`config.mk`:
```
export PLATFORM = sky130hd
export DESIGN_NAME = seven_seg_scan_controller
export DESIGN_NICKNAME = d
export VERILOG_FILES = /design/src/rtl/seven_seg_scan_controller_pkg.sv /design/src/rtl/hex_to_7seg.sv /design/src/rtl/seven_seg_slot_timer.sv /design/src/rtl/seven_seg_scan_controller.sv
export SDC_FILE = /design/constraint.sdc
export NUM_CORES = 1
export LEC_CHECK = 0
export CORE_MARGIN = 2
export CORE_UTILIZATION = 55
export DETAILED_ROUTE_END_ITERATION = 6
export PLACE_DENSITY = 0.78
export SLEW_MARGIN = 5
export SYNTH_ARGS = -nofsm -noshare
export SYNTH_HDL_FRONTEND = slang
export SYNTH_SLANG_ARGS = --single-unit
```
`constraint.sdc`:
```
create_clock -name clk -period 3.4 [get_ports clk]
set_input_delay 0.68 -clock clk [delete_from_list [all_inputs] [get_ports clk]]
set_output_delay 0.68 -clock clk [all_outputs]
set_load 0.1 [all_outputs]
```
`src/rtl/seven_seg_scan_controller_pkg.sv`:
```
// Shared definitions for the seven-segment scan controller: slot FSM encoding,
// segment constants and a constant-foldable ceil(log2) helper.
package seven_seg_scan_controller_pkg;

   typedef enum logic {
      ST_BLANK = 1'b0,
      ST_ON    = 1'b1
   } slot_state_e;

   localparam logic [6:0] SEG_ALL_OFF = 7'h7F;

   function automatic int unsigned clog2(input int unsigned v);
      int unsigned r;
      r = 0;
      while ((64'd1 << r) < 64'(v)) r++;
      return r;
   endfunction

endpackage

```
`src/rtl/hex_to_7seg.sv`:
```
// Hex nibble to active-low seven-segment pattern {g,f,e,d,c,b,a}, combinational.
module hex_to_7seg (
   input  logic [3:0] hex_i,
   output logic [6:0] seg_n_o
);

   always_comb begin
      seg_n_o = 7'h7F;
      case (hex_i)
         4'h0: seg_n_o = 7'h40;
         4'h1: seg_n_o = 7'h79;
         4'h2: seg_n_o = 7'h24;
         4'h3: seg_n_o = 7'h30;
         4'h4: seg_n_o = 7'h19;
         4'h5: seg_n_o = 7'h12;
         4'h6: seg_n_o = 7'h02;
         4'h7: seg_n_o = 7'h78;
         4'h8: seg_n_o = 7'h00;
         4'h9: seg_n_o = 7'h10;
         4'hA: seg_n_o = 7'h08;
         4'hB: seg_n_o = 7'h03;
         4'hC: seg_n_o = 7'h46;
         4'hD: seg_n_o = 7'h21;
         4'hE: seg_n_o = 7'h06;
         4'hF: seg_n_o = 7'h0E;
         default: seg_n_o = 7'h7F;
      endcase
   end

endmodule

```
`src/rtl/seven_seg_slot_timer.sv`:
```
// Per-digit slot counter with BLANK/ON phases; flags slot and frame ends.
// slot_on_o reflects the phase of the coming cycle so registered outputs align.
module seven_seg_slot_timer
   import seven_seg_scan_controller_pkg::*;
#(
   parameter int unsigned NUM_DIGITS   = 4,
   parameter int unsigned SLOT_CYCLES  = 50000,
   parameter int unsigned BLANK_CYCLES = 16
) (
   input  logic                         clk,
   input  logic                         reset,
   input  logic [clog2(NUM_DIGITS)-1:0] digit_idx_i,
   output logic                         slot_on_o,
   output logic                         slot_end_o,
   output logic                         frame_end_o
);

   localparam int unsigned CW = clog2(SLOT_CYCLES);
   localparam int unsigned IW = clog2(NUM_DIGITS);

   slot_state_e   state_q, state_d;
   logic [CW-1:0] cnt_q, cnt_d;
   logic          at_slot_end;

   assign at_slot_end = (state_q == ST_ON) && (cnt_q == CW'(SLOT_CYCLES - 1));

   always_ff @(posedge clk or posedge reset) begin
      if (reset) begin
         state_q <= ST_BLANK;
         cnt_q   <= '0;
      end else begin
         state_q <= state_d;
         cnt_q   <= cnt_d;
      end
   end

   always_comb begin
      state_d = state_q;
      cnt_d   = cnt_q + 1'b1;
      case (state_q)
         ST_BLANK: if (cnt_q == CW'(BLANK_CYCLES - 1)) state_d = ST_ON;
         ST_ON: begin
            if (at_slot_end) begin
               state_d = ST_BLANK;
               cnt_d   = '0;
            end
         end
         default: state_d = ST_BLANK;
      endcase
   end

   always_comb begin
      slot_on_o   = (state_d == ST_ON);
      slot_end_o  = at_slot_end;
      frame_end_o = at_slot_end && (digit_idx_i == IW'(NUM_DIGITS - 1));
   end

endmodule

```
`src/rtl/seven_seg_scan_controller.sv`:
```
// Time-multiplexed common-anode seven-segment scanner with one shared decoder
// and a frame-boundary update handshake.
module seven_seg_scan_controller
   import seven_seg_scan_controller_pkg::*;
#(
   parameter int unsigned NUM_DIGITS   = 4,
   parameter int unsigned SLOT_CYCLES  = 50000,
   parameter int unsigned BLANK_CYCLES = 16
) (
   input  logic                         clk,
   input  logic                         reset,
   input  logic                         load,
   input  logic [4*NUM_DIGITS-1:0]      value_in,
   input  logic [NUM_DIGITS-1:0]        blank_in,
   input  logic [NUM_DIGITS-1:0]        dp_in,
   output logic                         load_ready,
   output logic [6:0]                   seg_n,
   output logic                         dp_n,
   output logic [NUM_DIGITS-1:0]        an_n,
   output logic [clog2(NUM_DIGITS)-1:0] digit_idx,
   output logic                         frame_tick
);

   localparam int unsigned IW = clog2(NUM_DIGITS);

   if (NUM_DIGITS < 2 || NUM_DIGITS > 8 || SLOT_CYCLES < 4 ||
       BLANK_CYCLES < 1 || BLANK_CYCLES > SLOT_CYCLES - 2) begin : g_param_check
      $error("seven_seg_scan_controller: parameter out of range");
   end

   logic [IW-1:0]           idx_q, idx_d;
   logic [4*NUM_DIGITS-1:0] val_q, val_d, pval_q, pval_d;
   logic [NUM_DIGITS-1:0]   blank_q, blank_d, pblank_q, pblank_d;
   logic [NUM_DIGITS-1:0]   dp_q, dp_d, pdp_q, pdp_d;
   logic                    pend_q, pend_d;
   logic [6:0]              seg_n_q, seg_n_d;
   logic                    dp_n_q, dp_n_d;
   logic [NUM_DIGITS-1:0]   an_n_q, an_n_d;
   logic [3:0]              nibble;
   logic                    slot_on, slot_end, frame_end;

   seven_seg_slot_timer #(
      .NUM_DIGITS  (NUM_DIGITS),
      .SLOT_CYCLES (SLOT_CYCLES),
      .BLANK_CYCLES(BLANK_CYCLES)
   ) u_timer (
      .clk        (clk),
      .reset      (reset),
      .digit_idx_i(idx_q),
      .slot_on_o  (slot_on),
      .slot_end_o (slot_end),
      .frame_end_o(frame_end)
   );

   hex_to_7seg u_dec (
      .hex_i  (nibble),
      .seg_n_o(seg_n_d)
   );

   // Display registers are fed from next-state values so segments, anode and
   // index all change on the same edge.
   always_comb begin
      idx_d    = idx_q;
      val_d    = val_q;
      blank_d  = blank_q;
      dp_d     = dp_q;
      pval_d   = pval_q;
      pblank_d = pblank_q;
      pdp_d    = pdp_q;
      pend_d   = pend_q;
      nibble   = '0;
      dp_n_d   = 1'b1;
      an_n_d   = '1;

      if (slot_end) idx_d = (idx_q == IW'(NUM_DIGITS - 1)) ? '0 : idx_q + 1'b1;

      // A load coinciding with a frame end while idle lands in pending only.
      if (frame_end && pend_q) begin
         val_d   = pval_q;
         blank_d = pblank_q;
         dp_d    = pdp_q;
         pend_d  = 1'b0;
      end else if (load && !pend_q) begin
         pval_d   = value_in;
         pblank_d = blank_in;
         pdp_d    = dp_in;
         pend_d   = 1'b1;
      end

      for (int unsigned k = 0; k < NUM_DIGITS; k++) begin
         if (idx_d == IW'(k)) begin
            nibble    = val_d[4*k +: 4];
            dp_n_d    = ~dp_d[k];
            an_n_d[k] = ~(slot_on && !blank_d[k]);
         end
      end
   end

   always_ff @(posedge clk or posedge reset) begin
      if (reset) begin
         idx_q    <= '0;
         val_q    <= '0;
         blank_q  <= '1;
         dp_q     <= '0;
         pval_q   <= '0;
         pblank_q <= '1;
         pdp_q    <= '0;
         pend_q   <= 1'b0;
         seg_n_q  <= SEG_ALL_OFF;
         dp_n_q   <= 1'b1;
         an_n_q   <= '1;
      end else begin
         idx_q    <= idx_d;
         val_q    <= val_d;
         blank_q  <= blank_d;
         dp_q     <= dp_d;
         pval_q   <= pval_d;
         pblank_q <= pblank_d;
         pdp_q    <= pdp_d;
         pend_q   <= pend_d;
         seg_n_q  <= seg_n_d;
         dp_n_q   <= dp_n_d;
         an_n_q   <= an_n_d;
      end
   end

   assign seg_n      = seg_n_q;
   assign dp_n       = dp_n_q;
   assign an_n       = an_n_q;
   assign digit_idx  = idx_q;
   assign load_ready = ~pend_q;
   assign frame_tick = frame_end;

endmodule

```
# Word level (Yosys, flattened, before mapping)
# Memories as Yosys holds them, arrays and structs flattened. A register that Yosys moved wholly into a read port is not among the register bits.
# Index checks and enable logic that the tools add are counted.
totals:
  inputBits: 27
  elab_cells: 72
  mem_count: 1
  output_inout_bits: 16
  ff_bits: 73
  rom_bits: 112
mem_list:
  columns: ["memory", "depth", "word_bits", "rd", "rd_clocked_by_memory_dff", "wr", "line", "rtl"]
  rows:
  - ["(no name shown)", 16, 7, 1, 1, 0, "hex_to_7seg.sv:9", "case (hex_i)"]
classes:
  n_mux: 24
  bitwise: 11
  n_eq_ne: 6
  addsub: 2
  reduce_logical: 16
op_table:
  columns: ["cell", "n"]
  rows:
  - ["$mux W16", 3]
  - ["$mux W4", 6]
  - ["$add A16 B1 Y16 const B", 1]
  - ["$eq A16 B16 Y1 const B", 1]
  - ["$eq A16 B4 Y1 const B", 1]
  - ["$mux W1", 12]
  - ["$not A1 Y1", 11]
  - ["$logic_and A1 B1 Y1", 8]
  - ["$eq A2 B2 Y1 const B", 3]
  - ["$logic_not A1 Y1", 5]
  - ["$mux W2", 2]
  - ["$add A2 B1 Y2 const B", 1]
  - ["$eq A2 B1 Y1 const B", 1]
  - ["$logic_not A2 Y1", 1]
  - ["$pmux W1 S2", 1]
  - ["$reduce_and A2 Y1", 1]
  - ["$reduce_bool A2 Y1", 1]

# Longest topological paths before layout
depth:
  ltp_word: 10
  ltp_mapped: 13
  mapped_depth_nobuf: 12

# Cells and area by module
# From an unflattened synthesis, not the netlist that was laid out.
hier_totals:
  hier_cells: 285
  area_unflattened_um2: 3639.7
by_module_without_submodules:
  columns: ["module", "area_each_um2", "instances", "seq_area_each_um2", "cells_per_inst"]
  rows:
  - ["seven_seg_scan_controller", 2592.5, 1, 1601.5, 171]
  - ["seven_seg_slot_timer", 799.5, 1, 425.4, 79]
  - ["hex_to_7seg", 247.7, 1, 0.0, 35]

# Worst setup path after synthesis
# OpenSTA, ideal clock, no wires.
synth_timing:
  path_type: "register to register"
  start: "reg idx_q[0], in the netlist digit_idx[0]"
  end: "reg seg_n_q[1], in the netlist seg_n[1]"
  period_less_slack_ns: 2.965
  setup_time_ns: 0.059
  setup_slack_ns: 0.435
  required_ns: 3.341
  path_stages_with_launch: 11
  n_path_buf: 0
  arrival_time_ns: 2.906
  path_cell_list: "dfrtp_1 > ha_1 > nor2_1 > mux2i_4 > inv_4 > mux2i_1 > mux2_2 > ha_1 > inv_1 > nor3_1 > a21o_1"
synth_between:
  elab_chain_cells: 8
  elab_cells_between_ends: 15
  cone_classes: "add/sub: 1; eq/ne: 4; mux: 7; reduce/logical: 3"
synth_rtl:
  columns: ["element", "line", "rtl"]
  rows:
  - ["start: declaration", "seven_seg_scan_controller.sv:31", "logic [IW-1:0] idx_q, idx_d;"]
  - ["start signal: assignment", "seven_seg_scan_controller.sv:113", "idx_q <= idx_d;"]
  - ["$add A2 B1 Y2 / $eq A2 B2 Y1 (equally long branches)", "seven_seg_scan_controller.sv:75", "if (slot_end) idx_d = (idx_q == IW'(NUM_DIGITS - 1)) ? '0 : idx_q + 1'b1;"]
  - ["$mux W2", "seven_seg_scan_controller.sv:75", null]
  - ["$mux W2 (*)", "seven_seg_scan_controller.sv:75", null]
  - ["via idx_d[0]", "seven_seg_scan_controller.sv:31", null]
  - ["$logic_not A2 Y1", "seven_seg_scan_controller.sv:91", "if (idx_d == IW'(k)) begin"]
  - ["$mux W4 (3 in series)", "seven_seg_scan_controller.sv:91", null]
  - ["$mux W4 (*)", "seven_seg_scan_controller.sv:91", null]
  - ["end: declaration", "seven_seg_scan_controller.sv:36", "logic [6:0] seg_n_q, seg_n_d;"]
# Mark *: on every way through the listed nets, which the timed path passes. The rest lies on a longest branch.
# A chain may end at the register's enable or synchronous reset.

# Final worst setup path
layout_timing:
  start: "reg u_timer.cnt_q[0]"
  end: "reg seg_n_q[0], in the netlist seg_n[0]"
layout_between:
  elab_cells_between_ends: 14
  cone_classes: "eq/ne: 4; mux: 6; reduce/logical: 4"
layout_rtl:
  columns: ["element", "line", "rtl"]
  rows:
  - ["start: declaration", "seven_seg_slot_timer.sv:22", "logic [CW-1:0] cnt_q, cnt_d;"]
  - ["start signal: assignment", "seven_seg_slot_timer.sv:33", "cnt_q <= cnt_d;"]
  - ["$eq A16 B16 Y1 (*)", "seven_seg_slot_timer.sv:25", "assign at_slot_end = (state_q == ST_ON) && (cnt_q == CW'(SLOT_CYCLES - 1));"]
  - ["$logic_and A1 B1 Y1 (*)", "seven_seg_slot_timer.sv:25", null]
  - ["$mux W2 (*)", "seven_seg_scan_controller.sv:75", null]
  - ["via idx_d[0]", "seven_seg_scan_controller.sv:31", null]
  - ["$logic_not A2 Y1", "seven_seg_scan_controller.sv:91", null]
  - ["$mux W4 (3 in series)", "seven_seg_scan_controller.sv:91", null]
  - ["$mux W4 (*)", "seven_seg_scan_controller.sv:91", null]
# Marks and branches as above.

==> impl_metrics.tcl <==
set metrics [dict create \
    outcome "completed" \
    hp-class "register to register" \
    antenna_cells 0 \
    finalSetupTns_ns 0 \
    grt-ovfl-total 0 \
    synth_compound_area_frac 0.0179 \
    swShare 0.206 \
    num_rows 29 \
    synth_top_area_frac 0.422 \
    area_growth_syn_to_layout_pct 20.9 \
    cts.reportedPaths.clkPinSlew_ns 0.08 \
    tightest_slew_ns 0.611 \
    synth_area_leaders "dfrtp_1 42%, mux2_2 16%, dfstp_2 15%" \
    crit_top_cell "ha_1" \
    coreArea_um2 6310 \
    ir_drop_v 0.000259 \
    pwr_density_cell_nw_per_um2 450 \
    drc 0 \
    holdBufCountCts 0 \
    grt_use_total 0.186 \
    cpMaxStageDelayCell "mux2i_4" \
    final_cell_mix "60 x dfrtp_1, 51 x mux2_2, 26 x clkdlybuf4s50_1, 24 x nor2_1, 22 x buf_4" \
    synth.avg_cell_area_um2 13.5 \
    sequentialPowerShare 0.524 \
    final_area_um2 4300 \
    cts_buffers 9 \
    grt_max_degree 53 \
    start_util 0.563 \
    clkPwrFrac 0.432 \
    ios 43 \
    dieArea_um2 7120 \
    dpl_cell_area_um2 4060 \
    ys_seq_area_frac 0.570 \
    ff2ff_setup_slack_ns 0.38 \
    syn-cell-area_um2 3560 \
    gp_congestion 0.840 \
    cts_tree "built" \
    hpwl_um 4270 \
    post_cts_buffers 0 \
    crit_chain "ha_1 > and3_4 > and3_1 > and2_1 > mux2i_4 > inv_4 > mux2i_1 > mux2_2 > inv_1 > ha_1 > nor3b_1 > a211oi_1" \
    path_class "register to register" \
    grt_setup_unrepaired "false" \
    synth_top_cell_by_area "dfrtp_1" \
    synthAdderAreaFrac 0.0281 \
    cap_violations 0 \
    yosysWarnings 0 \
    synth.net_count 299 \
    drive_above_1_share 0.389 \
    vias_per_cell 5.30 \
    layoutNonFillerInstCount 398 \
    crit_arrival_ns 3.28 \
    crit_start "u_timer.cnt_q[0]$_DFF_PP0_" \
    hold_violations 0 \
    cp-end-kind "register" \
    io_buffers 42 \
    clk_latency_ns 0.35 \
    cts-root-buf "clkbuf_8" \
    htreeDepth 3 \
    setup_viol 0 \
    drtIter0Drc 95 \
    synth_top_family_by_area "multiplexers" \
    grt_pass1_wl_um 10400 \
    detail-route-antenna-nets 0 \
    firstDrtPassIters 4 \
    internal_power_uw 1540 \
    startpoint_type "register" \
    die_w_um 84.4 \
    vias 2108 \
    fin_crit_sh 0.889 \
    synthSimpleGateAreaFrac 0.0961 \
    wl_per_cell_um 15.3 \
    hold_start "u_timer.cnt_q[0]$_DFF_PP0_" \
    fillers 491 \
    period_needed_ns 3.02 \
    wl_um 6100 \
    first_global_vias 2184 \
    cp_max_fo 9 \
    synth_cell_types 37 \
    utilization 0.681 \
    synthMuxAreaShare 0.227 \
    cpPeakStageDelay_ns 0.42 \
    fmax_mhz 331 \
    p_sw_uw 399 \
    synth_cells 264 \
    cts_max_path_buffers 2 \
    clock_sinks 80 \
    nNetsFinal 351 \
    final_common_cell "dfrtp_1" \
    p_comb_frac 0.044 \
    antenna_found_initial 0 \
    ctsResizeCount 0 \
    dp.cells 382 \
    p_leak_uw 0.00202 \
    relSlewSlack 0.592 \
    fin_skew_ns 0.00737 \
    synthXorXnorAreaFrac 0.0369 \
    slew_violations 0 \
    r2r-start "u_timer.cnt_q[0]$_DFF_PP0_" \
    cp.required_ns 3.66 \
    yosys_register_bits 80 \
    die_y_um 84.4 \
]
==> logic make-up (layout without fill, tap and decap cells) <==
logic type      Yosys count  count (layout)
simple gates             65              65
mux                      70              70
flops                    80              80
fa+ha+maj                 8               8
xor+xnor                 15              15
buf+inv                  18              75
compound gates            8               8
==> per-layer routing <==
metal	GRT usage	vias to the layer above	wire, um
li1	-	1007	-
met1	0.256	1047	2940
met2	0.292	46	2850
met3	0.0413	8	222
met4	0.0736	0	95
met5	0	-	0
==> cell type report <==
class	instances	area, um^2	area share
repair buffers	49	445	0.104
inverters	10	40.0	0.00931
multi-input cells	166	1450	0.337
well taps	77	96.3	0.0224
clock inverters	7	120	0.0279
clock buffers	9	124	0.0288
flip-flops and latches	80	2030	0.471
==> critical path, delay by kind of cell (launching register included) <==
family	cells	cell delay, ns
muxes	3	0.91
buffers and inverters	2	0.25
DFF	1	0.38
adders and majority gates	2	0.45
AOI/OAI and AO/OA	1	0.23
and+or+nand+nor	4	0.71
==> power by group through the flow <==
stage               Clock, uW  Combinational, uW  Sequential, uW
floorplan                   0               46.5            1020
global placement            0               84.9            1030
detailed placement          0               86.3            1030
CTS                       853               86.8            1020
global route              897               93.4            1020
finish                    837               84.3            1010
==> cell usage after synthesis <==
cell type,count
and3_1,7
a211oi_1,1
dfrtp_1,60
ha_1,8
xor2_1,7
a21o_1,1
o21ai_2,1
xnor2_1,8
nor4_2,1
nor2b_1,3
dfstp_2,20
nand2_1,8
clkbuf_1,4
mux2i_2,1
nand4_4,1
buf_6,1
and3_4,1
o21a_1,1
nand2b_1,1
buf_4,1
inv_1,9
a31oi_1,1
o2bb2ai_1,3
and2_4,1
mux2i_1,13
nand3_1,6
inv_4,1
mux2i_4,2
buf_2,2
mux2_4,3
or2_2,1
nor2_1,24
nand4_1,2
mux2_2,51
nor3_1,6
and2_1,2
nor3b_1,1
==> state kept, by name, summed over array words and instances (netlist names) <==
name,count
an_n,4
pblank_q,4
pend_q,1
dp_n,1
u_timer.state_q,1
u_timer.cnt_q,16
blank_q,4
pdp_q,4
digit_idx,2
pval_q,16
dp_q,4
val_q,16
seg_n,7
==> worst paths after layout <==
check | to | cells after the start
setup reg to reg | seg_n[0]$_DFF_PP1_ | 12
setup / recovery | seg_n[0]$_DFF_PP1_ | 12
hold / removal | u_timer.cnt_q[0]$_DFF_PP0_ | 1
max in group asynchronous | pblank_q[2]$_DFFE_PP1P_ | 3
min in group asynchronous | pval_q[12]$_DFFE_PP0P_ | 2
hold reg to reg | u_timer.cnt_q[0]$_DFF_PP0_ | 1
==> per-stage QoR <==
| stage | hold slack (ns) | worst slack [ns] | total power, uW |
|---|---|---|---|
| CTS | 0.464 | 0.368 | 1960 |
| global route | 0.485 | 0.174 | 2010 |
| detailed placement | 0.453 | 0.388 | 1120 |
| global placement | 0.434 | 0.481 | 1120 |
| floorplan | 0.425 | 0.435 | 1070 |
| finish | 0.472 | 0.377 | 1940 |
(Power assumes the default switching activity.)
